==> src/rtl/i2s_tx_pkg.sv <==
// Shared constants for the synthesizer audio path and the I2S transmitter.
// The helper picks the serial bit for a given slot of a left-justified frame.
package i2s_tx_pkg;

  localparam int SYNTH_WIDTH      = 16;
  localparam int I2S_BITS         = 24;
  localparam int I2S_SLOT_BITS    = 32;
  localparam int I2S_FRAME_CYCLES = 2048;

  localparam int CNT_W  = $clog2(I2S_FRAME_CYCLES);
  localparam int SLOT_W = $clog2(I2S_SLOT_BITS);

  // Slot 0 is the one-SCLK I2S delay; slots 1..24 carry MSB..LSB; the rest pad with zero.
  function automatic logic slot_bit(input logic [I2S_BITS-1:0] frame,
                                    input logic [SLOT_W-1:0]   slot);
    logic [SLOT_W-1:0] idx;
    idx = SLOT_W'(I2S_BITS) - slot;
    if (slot >= SLOT_W'(1) && slot <= SLOT_W'(I2S_BITS)) begin
      return frame[idx];
    end
    return 1'b0;
  endfunction

endpackage

==> src/rtl/i2s_tx.sv <==
// Mono I2S transmitter: one-deep hold buffer feeding a 24-bit frame register,
// with MCLK/SCLK/LRCK all derived from a single free-running frame counter.
module i2s_tx
  import i2s_tx_pkg::*;
#(
  parameter int WIDTH = SYNTH_WIDTH
) (
  input  logic                    clk_in,
  input  logic                    rst_n_in,
  input  logic signed [WIDTH-1:0] sample_in,
  input  logic                    sample_valid_in,
  output logic                    sample_ready_out,
  output logic                    mclk_out,
  output logic                    sclk_out,
  output logic                    lrck_out,
  output logic                    sdin_out,
  output logic                    frame_start_out,
  output logic                    underrun_out
);

  logic [CNT_W-1:0]    cnt;
  logic                hold_full;
  logic [I2S_BITS-1:0] hold_q;
  logic [I2S_BITS-1:0] frame_q;
  logic                sdin_q;

  logic                frame_end;
  logic                accept;
  logic                slot_end;
  logic [SLOT_W-1:0]   next_slot;
  logic [I2S_BITS-1:0] sample_lj;

  // Handshake: a sample transfers on any rising clk_in edge where
  // sample_valid_in and sample_ready_out are both high; ready is simply !hold_full.
  assign frame_end = (cnt == CNT_W'(I2S_FRAME_CYCLES - 1));
  assign accept    = sample_valid_in && !hold_full;
  assign slot_end  = &cnt[SLOT_W-1:0];
  assign next_slot = cnt[CNT_W-2:CNT_W-1-SLOT_W] + SLOT_W'(1);
  assign sample_lj = I2S_BITS'($unsigned(sample_in)) << (I2S_BITS - WIDTH);

  always_ff @(posedge clk_in or negedge rst_n_in) begin
    if (!rst_n_in) begin
      cnt       <= '0;
      hold_full <= 1'b0;
      hold_q    <= '0;
      frame_q   <= '0;
      sdin_q    <= 1'b0;
    end else begin
      cnt <= cnt + CNT_W'(1);
      // Load and accept are exclusive: accept needs an empty hold, load needs a full one.
      if (frame_end && hold_full) begin
        frame_q   <= hold_q;
        hold_full <= 1'b0;
      end else if (accept) begin
        hold_q    <= sample_lj;
        hold_full <= 1'b1;
      end
      // Present the next slot's bit as SCLK falls so the DAC samples it mid-slot.
      if (slot_end) begin
        sdin_q <= slot_bit(frame_q, next_slot);
      end
    end
  end

  assign sample_ready_out = !hold_full;
  assign mclk_out         = cnt[2];
  assign sclk_out         = cnt[4];
  assign lrck_out         = cnt[CNT_W-1];
  assign sdin_out         = sdin_q;
  assign frame_start_out  = frame_end;
  assign underrun_out     = frame_end && !hold_full;

endmodule

==> config.mk <==
export PLATFORM = sky130hd
export DESIGN_NAME = i2s_tx
export DESIGN_NICKNAME = d
export VERILOG_FILES = /design/src/rtl/i2s_tx_pkg.sv /design/src/rtl/i2s_tx.sv
export SDC_FILE = /design/constraint.sdc
export NUM_CORES = 1
export LEC_CHECK = 0
export CAP_MARGIN = 20
export CORE_MARGIN = 5
export CORE_UTILIZATION = 55
export CTS_BUF_LIST = sky130_fd_sc_hd__clkbuf_4 sky130_fd_sc_hd__clkbuf_8
export DETAILED_ROUTE_END_ITERATION = 8
export PLACE_DENSITY = 0.89
export SLEW_MARGIN = 20
export SYNTH_ARGS = -nofsm -noshare
export SYNTH_HDL_FRONTEND = slang
export SYNTH_SLANG_ARGS = --single-unit
==> constraint.sdc <==
create_clock -name clk_in -period 4.93 [get_ports clk_in]
set_input_delay 0.7395 -clock clk_in [delete_from_list [all_inputs] [get_ports clk_in]]
set_output_delay 0.7395 -clock clk_in [all_outputs]
set_load 0.01 [all_outputs]
Word level (Yosys, flattened, before mapping). Index checks and enable logic that the tools add are counted.

Logic and storage cells: 29. Register bits after elaboration: 45. Input port bits: 19. Output and inout bits: 7.

$add $sub $neg: 3. Bitwise operators: 1. Eq/ne operators: 1. Muxes and demuxes: 8. $lt $le $gt $ge: 3. Reduce and logical (&&, ||, !) cells: 8.

Operators by type and width (count): $add 11x1->11 const B (1); $eq 11x11->1 const B (1); $mux 1 (7); $lt 5x6->1 const B (1); $add 5x1->5 const B (1); $bmux 1 s5 (1); $ge 5x1->1 const B (1); $le 5x5->1 const B (1); $reduce_and 5->1 (1); $sub 5x5->5 const A (1); $logic_and 1x1->1 (4); $reduce_and 2->1 (1); $reduce_bool 2->1 (1); $logic_not 1->1 (1); $not 1->1 (1).

Longest topological paths before layout. Gate-level depths: netlist of the first run.

Word-level depth: 6. Depth in mapped cells: 10.

Least setup slack after synthesis of the first run. OpenSTA, ideal clock, no wires.

Path kind: register to register. Start point: register cnt[5]. End point: register sdin_q (netlist: sdin_out). Path slack: 2911 ps. Cell stages (with the launch flop): 11. Clock period less this slack: 2019 ps. Arrival time: 1880 ps. Data required time: 4790 ps. Setup time: 140 ps. Cells stage by stage: dfrtp_1 > buf_6 > inv_1 > ha_1 > clkbuf_1 > nand2b_1 > nand3_1 > a21oi_1 > xnor2_1 > mux2i_1 > o22ai_1.

Longest elaborated chain between the ends: 6. Elaborated cells between the ends (all ways): 11.

RTL lines: start: declaration (RTL line i2s_tx.sv:21) `logic [CNT_W-1:0] cnt;`; start signal: assignment (RTL line i2s_tx.sv:49) `cnt <= cnt + CNT_W'(1);`; $add 5x1->5 (*) (RTL line i2s_tx.sv:38) `assign next_slot = cnt[CNT_W-2:CNT_W-1-SLOT_W] + SLOT_W'(1);`; $sub 5x5->5 (tied with other cells) (RTL line i2s_tx_pkg.sv:17) `idx = SLOT_W'(I2S_BITS) - slot;`; $bmux 1 s5 / $logic_and 1x1->1 (equally long branches) (RTL line i2s_tx_pkg.sv:19, i2s_tx_pkg.sv:18); $mux 1 (on tied branches) (RTL line i2s_tx_pkg.sv:19, i2s_tx_pkg.sv:18); $mux 1 (on tied branches) (RTL line i2s_tx_pkg.sv:18, i2s_tx.sv:59); $mux 1 (*) (RTL line i2s_tx_pkg.sv:21) `return 1'b0;`; end signal: assignment (RTL line i2s_tx.sv:60) `sdin_q <= slot_bit(frame_q, next_slot);`; end: declaration (RTL line i2s_tx.sv:25) `logic sdin_q;`.

Mark *: on every way between the ends. The rest lies on a longest branch, timed or not. The select of a mux whose other input is x is not followed. A chain may end at the register's enable or synchronous reset.

Worst setup path after layout of the first run.
Start point: register cnt[5]. End point: output frame_start_out.

Longest elaborated chain between the ends: 1.

RTL lines: $eq 11x11->1 (RTL line i2s_tx.sv:35) `assign frame_end = (cnt == CNT_W'(I2S_FRAME_CYCLES - 1));`; end: declaration (RTL line i2s_tx.sv:17) `output logic frame_start_out,`.

No other way between the ends.

==> results of run 1 <==
-- where the power goes --
group	switching (W)	internal [W]	leakage, nW	total, W
clock	0.000123	0.000105	0.0408	0.000228
sequential	0.00000906	0.000386	0.578	0.000395
combinational	0.0000127	0.0000261	0.548	0.0000388
total	0.000145	0.000517	1.17	0.000662
-- registers in the layout, indices dropped and copies added, names as in the netlist --
register   count
sdin_out       1
cnt           11
frame_q       16
hold_full      1
hold_q        16
-- layout by cell type, fill, tap and decap left out, types with 2 or more instances in the layout --
cell type,netlist,final
dfrtp_1,45,45
clkdlybuf4s50_1,0,24
mux2_2,23,23
xnor2_1,9,9
mux2_4,9,9
inv_1,7,7
xor2_1,5,5
ha_1,5,5
clkbuf_8,0,5
nor2_1,4,4
nor3_1,3,3
nand2_1,3,3
nand3_1,3,3
mux4_2,3,3
mux2i_1,3,3
nand3_2,2,2
and3_1,2,2
nor2b_1,2,2
nand3b_1,2,2
nand2b_1,2,2
clkinvlp_4,0,2
-- logic make-up (layout without fill, tap and decap cells) --
family / count (synthesis) / count (layout)
buffers and inverters: 14 / 42
AO/OA/AOI/OAI: 7 / 7
flip-flops: 45 / 45
XOR/XNOR: 14 / 14
adder cells (fa/ha/maj): 5 / 5
AND/OR/NAND/NOR: 27 / 27
multiplexers: 39 / 39
-- per-stage QoR --
step	cell area, um^2	util, %	total power (W)	hold slack [ns]	std cells
finish	2500	67.77	0.0006619	0.3009	227
detailed placement	2389	64.76	0.0004408	0.4670	218
global placement	2389	64.76	0.0004365	0.4555	218
floorplan	2122	-	0.0004141	0.4432	151
CTS	2480	67.23	0.0006664	0.4785	226
global route	2500	67.77	0.0006922	0.3075	227
-- per-layer routing --
| metal | vias to the layer above | global-route usage, % | share of wire (%) |
|---|---|---|---|
| met2 | 43 | 26.39 | 51 |
| met5 | - | 0 | 0 |
| li1 | 581 | - | - |
| met3 | 10 | 5.402 | 6.0 |
| met4 | 0 | 7.516 | 2.1 |
| met1 | 617 | 17.70 | 40 |
-- critical path, delay by kind of cell, from the launching register on --
family / cells / cell delay [ns]
simple gates: 4 / 0.80
flops: 1 / 0.60
buf+inv: 1 / 0.53
-- area by class of cell --
class                           count  area [um^2]  share of cell area (%)
Clock buffer                        6        76.32                   3.053
Sequential cell                    45         1126                   45.05
Timing Repair Buffer               27        272.8                   10.91
Inverter                            7        26.28                   1.051
Clock inverter                      2        15.01                  0.6006
Tap cell                           48        60.06                   2.402
Multi-Input combinational cell     92        923.4                   36.94
-- worst paths after layout --
path | startpoint | to | slack, ns | depth (start not counted)
hold reg to reg | cnt[0]$_DFF_PN0_ | cnt[0]$_DFF_PN0_ | 0.48 | 1
setup / recovery | cnt[5]$_DFF_PN0_ | frame_start_out | 1.96 | 5
min in group clk_in | cnt[0]$_DFF_PN0_ | cnt[0]$_DFF_PN0_ | 0.48 | 1
hold / removal | rst_n_in | cnt[10]$_DFF_PN0_ | 0.30 | 1
max in group asynchronous | rst_n_in | cnt[6]$_DFF_PN0_ | 4.17 | 2
setup reg to reg | cnt[5]$_DFF_PN0_ | sdin_out$_DFFE_PN0P_ | 2.62 | 8
==> run_results.csv, run 1 <==
group,metric,value,unit
synthesis,synthFlopType,"dfrtp_1",
min_path,hold_path_class,"primary input to async pin",
synthesis,synth.distinct_cells,34,
global_route,grt_max_degree,46,
floorplanning,die_area,5201,um^2
clock_network,ctsHoldBuffers,0,
timing,final.min_clock_period,2.973,ns
synthesis,seq_area_frac_synth,53.07,%
floorplanning,initial_utilization,57.53,%
place,pre_cts_slack,2.248,ns
status,run_status,"completed",
final_layout,fillCellCount,257,
clock_network,cts_resized,0,
timing,period_share,60.30,%
clock_network,post_cts_buffers,0,
clock_network,cts-root-buf,"clkbuf_8",
timing,worstMarginPinSlew,0.7888,ns
global_route,antenna_found_initial,0,
clock_network,insertion_delay,0.30,ns
clock_network,cts_tree,"built",
synthesis,synth_compound_area_share,2.535,%
global_route,gr-usage-all-layers,15.66,%
synthesis,synth.most_common_cell,"dfrtp_1",
route,viasPerCell,5.511,
clock_network,cts_buffers,5,
synthesis,synthMuxAreaShare,24.41,%
floorplanning,coreArea,3689,um^2
floorplanning,die_w,72.12,um
final_layout,syn_to_final_growth,17.81,%
worst_setup_path,slowest_delay,0.60,ns
synthesis,yosys.area_share.simple,7.842,%
route,drcViolationCount,0,
clock_network,cts.sinks,45,
timing,hold_viol,0,
route,vias,1251,
floorplanning,die_h,72.12,um
synthesis,synth_nets,175,
worst_setup_path,criticalPathCategory,"register to output pin",
synthesis,synth-edff-count,0,
worst_setup_path,cpMaxStageDelayCell,"dfrtp_1",
route,drtIter0Drc,43,
worst_setup_path,critPathArrivalTime,2.23,ns
synthesis,synth_area,2122,um^2
pwr,p_leak,1.167,nW
place,dp_hpwl,2660,um
clock_network,clk_path_buf_depth,2,
synthesis,synth-adder-area-share,2.948,%
synthesis,synth-seq-cells,45,
timing,fin_skew,0.008804,ns
clock_network,cts_htree_levels,2,
synthesis,avgSynthCellArea,14.05,um^2
timing,rsz0062_at_grt,"no",
worst_setup_path,required,4.19,ns
synthesis,yosys.area.top_type,"dfrtp_1",
synthesis,synthCells,151,
global_route,grt_overflow_total,0,
timing,max_freq,336.4,MHz
timing,setup_tns,0,ns
final_layout,antennaDiodeCount,0,
floorplanning,rows,22,
timing,slew_headroom,47.30,%
route,wl,3588,um
timing,worst_slack,1.957,ns
synthesis,netlist_top_cells_count,"dfrtp_1 (45), mux2_2 (23), mux2_4 (9), xnor2_1 (9), inv_1 (7)",
global_route,grt_pass1_wl,6237,um
synthesis,synthXorXnorAreaFrac,5.778,%
synthesis,synth_top_area_share,53.07,%
clock_network,path_clk_slew,0.08,ns
run,maxCapViolCount,0,
synthesis,synthTopCellsByArea,"dfrtp_1 (53%), mux2_2 (12%), mux2_4 (6.4%)",
final_layout,num-nets-final,202,
floorplanning,ioPinCount,26,
timing,setup_violations,0,
worst_setup_path,worst_setup_path_start_kind,"register",
route,ant_nets,0,
worst_setup_path,crit_chain,"nand3_2 > nor3_2 > and3_2 > and2_4 > clkdlybuf4s50_1",
timing,maxSlewViolCount,0,
place,place.gp.congestion,0.9551,
global_route,grt_pass1_vias,1343,
route,drt_pass1_iterations,4,
synthesis,synthArstFlopShare,100.0,%
pwr,peakVddDrop,0.0002291,V
final_layout,drive_above_1_share,29.05,%
synthesis,synth_top_family_by_area,"multiplexers",
worst_setup_path,crit_path_end_kind,"output pin",
worst_setup_path,crit_fanout,10,
pwr,p_per_area,264.8,nW/um^2
synthesis,ys.warnings.count,0,
place,io_buffers,25,
route,wl_per_cell,15.81,um
Power figures use the tool's default switching activity.
==> run 2: changes to the inputs <==
==> constraint.sdc (replaced) <==
create_clock -name clk_in -period 2.9 [get_ports clk_in]
set_input_delay 0.435 -clock clk_in [delete_from_list [all_inputs] [get_ports clk_in]]
set_output_delay 0.435 -clock clk_in [all_outputs]
set_load 0.01 [all_outputs]
==> run_results.csv, run 2 (synthesis gave the netlist of run 1 again) <==
group,metric,value,unit
status,run_status,"completed",
worst_setup_path,r2r_cells,8,
pwr,total_power,0.001125,W
place,dp_hpwl,2770,um
worst_setup_path,crit_fanout,10,
worst_setup_path,crit_chain,"nand3_2 > nor3_2 > and3_2 > and2_4 > clkdlybuf4s50_1",
final_layout,drive_above_1_share,28.65,%
global_route,grt_max_degree,46,
route,drt_pass1_iterations,4,
pwr,p_leak,1.159,nW
pwr,peakVddDrop,0.0004228,V
clock_network,path_clk_slew,0.08,ns
timing,maxSlewViolCount,0,
floorplanning,rows,22,
timing,slew_headroom,63.46,%
timing,max_freq,376.0,MHz
route,drcViolationCount,0,
place,dp.cells,218,
final_layout,final_common_cell,"dfrtp_1",
clock_network,cts_buffers,5,
global_route,grt_overflow_total,0,
clock_network,cts-root-buf,"clkbuf_8",
place,place.gp.congestion,0.8029,
final_layout,antennaDiodeCount,0,
global_route,antenna_found_initial,0,
clock_network,cts.sinks,45,
clock_network,cts_htree_levels,2,
floorplanning,die_area,5201,um^2
final_layout,layout_common_cells,"dfrtp_1 (45), clkdlybuf4s50_1 (24), mux2_2 (23), xnor2_1 (9), mux2_4 (9)",
worst_setup_path,required,2.47,ns
floorplanning,die_h,72.12,um
worst_setup_path,crit_path_end_kind,"output pin",
worst_setup_path,worst_setup_path_start_kind,"register",
route,drtIter0Drc,87,
timing,setup_tns,0,ns
global_route,gr-usage-all-layers,16.38,%
worst_setup_path,slowest_delay,0.63,ns
timing,worstMarginPinSlew,0.5481,ns
floorplanning,ioPinCount,26,
timing,rsz0062_at_grt,"no",
final_layout,final_cells,226,
route,ant_nets,0,
worst_setup_path,criticalPathCategory,"register to output pin",
final_layout,num-nets-final,201,
worst_setup_path,r2r-end,"sdin_out$_DFFE_PN0P_",
route,wl_per_cell,16.82,um
clock_network,ctsHoldBuffers,0,
clock_network,insertion_delay,0.30,ns
final_layout,syn_to_final_growth,16.98,%
worst_setup_path,r2r_start,"cnt[5]$_DFF_PN0_",
place,place_area,2389,um^2
worst_setup_path,r2r_setup_slack,0.57,ns
clock_network,cts_resized,0,
global_route,grt_pass1_vias,1352,
route,viasPerCell,5.487,
worst_setup_path,cpMaxStageDelayCell,"dfrtp_1",
timing,period_share,91.72,%
final_layout,fin_area,2482,um^2
timing,setup_violations,0,
min_path,hold_path_class,"primary input to async pin",
route,vias,1240,
route,wl,3801,um
timing,final.min_clock_period,2.660,ns
clock_network,clk_path_buf_depth,2,
timing,hold_viol,0,
place,io_buffers,25,
floorplanning,initial_utilization,57.53,%
clock_network,post_cts_buffers,0,
pwr,p_per_area,453.3,nW/um^2
final_layout,top_regs,"frame_q: 16 flops, hold_q: 16 flops, cnt: 11 flops",
floorplanning,die_w,72.12,um
run,maxCapViolCount,0,
worst_setup_path,critPathArrivalTime,2.22,ns
clock_network,cts_tree,"built",
timing,fin_skew,0.005358,ns
floorplanning,coreArea,3689,um^2
global_route,grt_pass1_wl,6423,um
## run 2: cell count changes in the layout (fill, tap and decap cells not counted)
cell    change
buf_2       -1
buf_4       +1
buf_12      -1
## run 2: how the worst max path moves through the flow
stage	start	end	slack (ns)	depth (start not counted)
6_report	cnt[5]$_DFF_PN0_	frame_start_out	0.24	5
4_1_cts	cnt[5]$_DFF_PN0_	frame_start_out	0.20	5
3_5_place_dp	cnt[5]$_DFF_PN0_	frame_start_out	0.56	5
2_1_floorplan	cnt[5]$_DFF_PN0_	sdin_out$_DFFE_PN0P_	0.88	10
5_1_grt	cnt[5]$_DFF_PN0_	frame_start_out	0.06	5
3_3_place_gp	cnt[5]$_DFF_PN0_	frame_start_out	0.62	5
## run 2: worst max-delay path, delay by kind of cell, from the launching register on
kind / cells / cell delay (ns)
flops: 1 / 0.63
simple gates: 4 / 0.76
buf+inv: 1 / 0.53
## run 2: routing by layer
| layer | global-route usage, % | wire length, um | up-vias | share of wire, % |
|---|---|---|---|---|
| met4 | 7.516 | 68 | 0 | 1.8 |
| met5 | 0 | 0 | - | 0 |
| met1 | 19.02 | 1557 | 628 | 41 |
| met2 | 27.81 | 1991 | 25 | 52 |
| li1 | - | - | 578 | - |
| met3 | 4.848 | 184 | 9 | 4.8 |
## run 2: final cells by class
type                    count  area [um^2]
clock buffers               6        76.32
clock inverters             2        15.01
fillers                   268         1206
inverters                   7        26.28
multi-input cells          92        923.4
flip-flops and latches     45         1126
well taps                  48        60.06
repair buffers             26        255.2
## run 2: power breakdown
group / leakage (nW) / internal (W) / switching, W
clock network: 0.0408 / 0.000179 / 0.000212
logic: 0.540 / 0.0000421 / 0.0000210
registers: 0.578 / 0.000656 / 0.0000158
total: 1.16 / 0.000877 / 0.000249
## run 2: stage by stage
step           util, %  setup slack (ns)  hold slack (ns)
2_1_floorplan        -            0.8808           0.1394
3_3_place_gp     64.76            0.6152           0.4578
3_5_place_dp     64.76            0.5552           0.4782
4_1_cts          67.23            0.2026           0.3181
5_1_grt          67.30           0.06439           0.1593
6_report         67.30            0.2401           0.1144
==> run 3: changes to the inputs <==
--- a/config.mk
+++ b/config.mk
@@ -6,7 +6,7 @@
 export NUM_CORES = 1
 export LEC_CHECK = 0
 export CAP_MARGIN = 20
-export CORE_MARGIN = 5
+export CORE_MARGIN = 3
 export CORE_UTILIZATION = 55
 export CTS_BUF_LIST = sky130_fd_sc_hd__clkbuf_4 sky130_fd_sc_hd__clkbuf_8
 export DETAILED_ROUTE_END_ITERATION = 8
==> run_results.csv, run 3 (synthesis gave the netlist of run 1 again) <==
group,metric,value,unit
timing,fin_skew,0.007045,ns
worst_setup_path,r2r_setup_slack,0.46,ns
run,maxCapViolCount,0,
final_layout,final_common_cell,"dfrtp_1",
final_layout,drive_above_1_share,28.65,%
place,dp_hpwl,2624,um
clock_network,cts_buffers,5,
timing,max_freq,366.9,MHz
place,pre_cts_slack,0.4886,ns
timing,worstMarginPinSlew,0.9416,ns
global_route,grt_pass1_wl,6292,um
timing,period_share,93.99,%
worst_setup_path,crit_fanout,10,
route,wl,3677,um
route,vias,1258,
timing,setup_tns,0,ns
clock_network,ctsHoldBuffers,0,
floorplanning,ioPinCount,26,
worst_setup_path,r2r_start,"cnt[5]$_DFF_PN0_",
clock_network,insertion_delay,0.29,ns
final_layout,final_util,70.50,%
min_path,hold_path_class,"primary input to async pin",
place,place.gp.congestion,0.8489,
worst_setup_path,slowest_delay,0.64,ns
floorplanning,initial_utilization,60.27,%
worst_setup_path,r2r-end,"sdin_out$_DFFE_PN0P_",
pwr,peakVddDrop,0.0004142,V
global_route,antenna_found_initial,0,
clock_network,path_clk_slew,0.08,ns
clock_network,cts_htree_levels,2,
route,drtIter0Drc,77,
global_route,grt_pass1_vias,1342,
clock_network,cts_resized,0,
floorplanning,rows,21,
clock_network,cts_tree,"built",
global_route,grt_max_degree,46,
timing,hold_viol,0,
clock_network,cts-root-buf,"clkbuf_8",
final_layout,seq_area,1126,um^2
global_route,gr-usage-all-layers,18.42,%
timing,setup_violations,0,
final_layout,multiInputGateArea,923.4,um^2
worst_setup_path,crit_chain,"nand3_2 > nor3_2 > and3_2 > and2_4 > clkdlybuf4s50_1",
route,ant_nets,0,
final_layout,top_regs,"frame_q: 16 flops, hold_q: 16 flops, cnt: 11 flops",
route,wl_per_cell,16.42,um
pwr,p_per_area,454.3,nW/um^2
timing,maxSlewViolCount,0,
worst_setup_path,r2r_cells,8,
final_layout,num-nets-final,201,
floorplanning,die_w,68.12,um
route,drt_pass1_iterations,4,
final_layout,layout_common_cells,"dfrtp_1 (45), clkdlybuf4s50_1 (24), mux2_2 (23), xnor2_1 (9), mux2_4 (9)",
route,viasPerCell,5.616,
pwr,p_leak,1.168,nW
clock_network,post_cts_buffers,0,
floorplanning,die_h,68.12,um
global_route,grt_overflow_total,0,
worst_setup_path,criticalPathCategory,"register to output pin",
floorplanning,coreArea,3521,um^2
worst_setup_path,crit_family,"simple AND/OR/NAND/NOR gates",
worst_setup_path,worst_setup_path_start_kind,"register",
pwr,total_power,0.001128,W
worst_setup_path,critPathArrivalTime,2.29,ns
timing,final.min_clock_period,2.726,ns
floorplanning,die_area,4640,um^2
final_layout,syn_to_final_growth,16.98,%
route,drcViolationCount,0,
timing,rsz0062_at_grt,"no",
worst_setup_path,critPathBufInv,1,
timing,slew_headroom,37.23,%
place,io_buffers,25,
clock_network,cts.sinks,45,
worst_setup_path,crit_path_end_kind,"output pin",
worst_setup_path,required,2.47,ns
final_layout,antennaDiodeCount,0,
timing,worst_slack,0.1743,ns
final_layout,fillCellCount,236,
status,run_status,"completed",
clock_network,clk_path_buf_depth,2,
worst_setup_path,cpMaxStageDelayCell,"dfrtp_1",
-- run 3: cell types whose count changed in the layout (fill, tap and decap cells not counted) --
cell	delta
buf_2	+1
buf_4	-1
clkbuf_4	-1
clkbuf_8	+1
clkinv_2	+1
clkinv_4	+1
clkinvlp_4	-2
-- run 3: worst register-to-register path: stages, from the launching register on --
cell	delay (ns)
dfrtp_1	0.64
inv_1	0.19
ha_1	0.46
nor3_1	0.26
a31oi_1	0.08
a21oi_1	0.23
xnor2_1	0.17
mux2i_1	0.20
o22ai_1	0.08
-- run 3: worst max path at each step --
stage	from	end	cells after the start
final	cnt[5]$_DFF_PN0_	frame_start_out	5
after global routing	cnt[5]$_DFF_PN0_	frame_start_out	5
after CTS	cnt[5]$_DFF_PN0_	frame_start_out	5
after detailed placement	cnt[5]$_DFF_PN0_	frame_start_out	5
after global placement	cnt[5]$_DFF_PN0_	underrun_out	5
after floorplan	cnt[5]$_DFF_PN0_	sdin_out$_DFFE_PN0P_	10
-- run 3: final cells by class --
type / count / share of cell area (%)
tap: 46 / 2.319
sequential: 45 / 45.36
timing repair buffer: 26 / 10.18
clock inverter: 2 / 0.5544
clock buffer: 6 / 3.327
inverter: 7 / 1.058
multi-input combinational: 92 / 37.20
-- run 3: power by group --
part           switching [W]  internal [W]
Combinational      0.0000218     0.0000417
Sequential         0.0000146      0.000656
Clock               0.000201      0.000193
Total               0.000237      0.000891
-- run 3: per-stage QoR --
| stage | instances | instance area (um^2) | hold WS [ns] |
|---|---|---|---|
| 6_report | 224 | 2482 | 0.2928 |
| 2_1_floorplan | 151 | 2122 | 0.1394 |
| 5_1_grt | 224 | 2482 | 0.3558 |
| 4_1_cts | 224 | 2482 | 0.3281 |
| 3_5_place_dp | 216 | 2386 | 0.4646 |
| 3_3_place_gp | 216 | 2386 | 0.4598 |
-- run 3: routing by layer --
| metal | wire [um] | track usage, % | vias up |
|---|---|---|---|
| li1 | - | - | 576 |
| met1 | 1485 | 22.27 | 634 |
| met2 | 1970 | 32.61 | 44 |
| met3 | 190 | 4.269 | 4 |
| met4 | 31 | 5.459 | 0 |
| met5 | 0 | 0 | - |
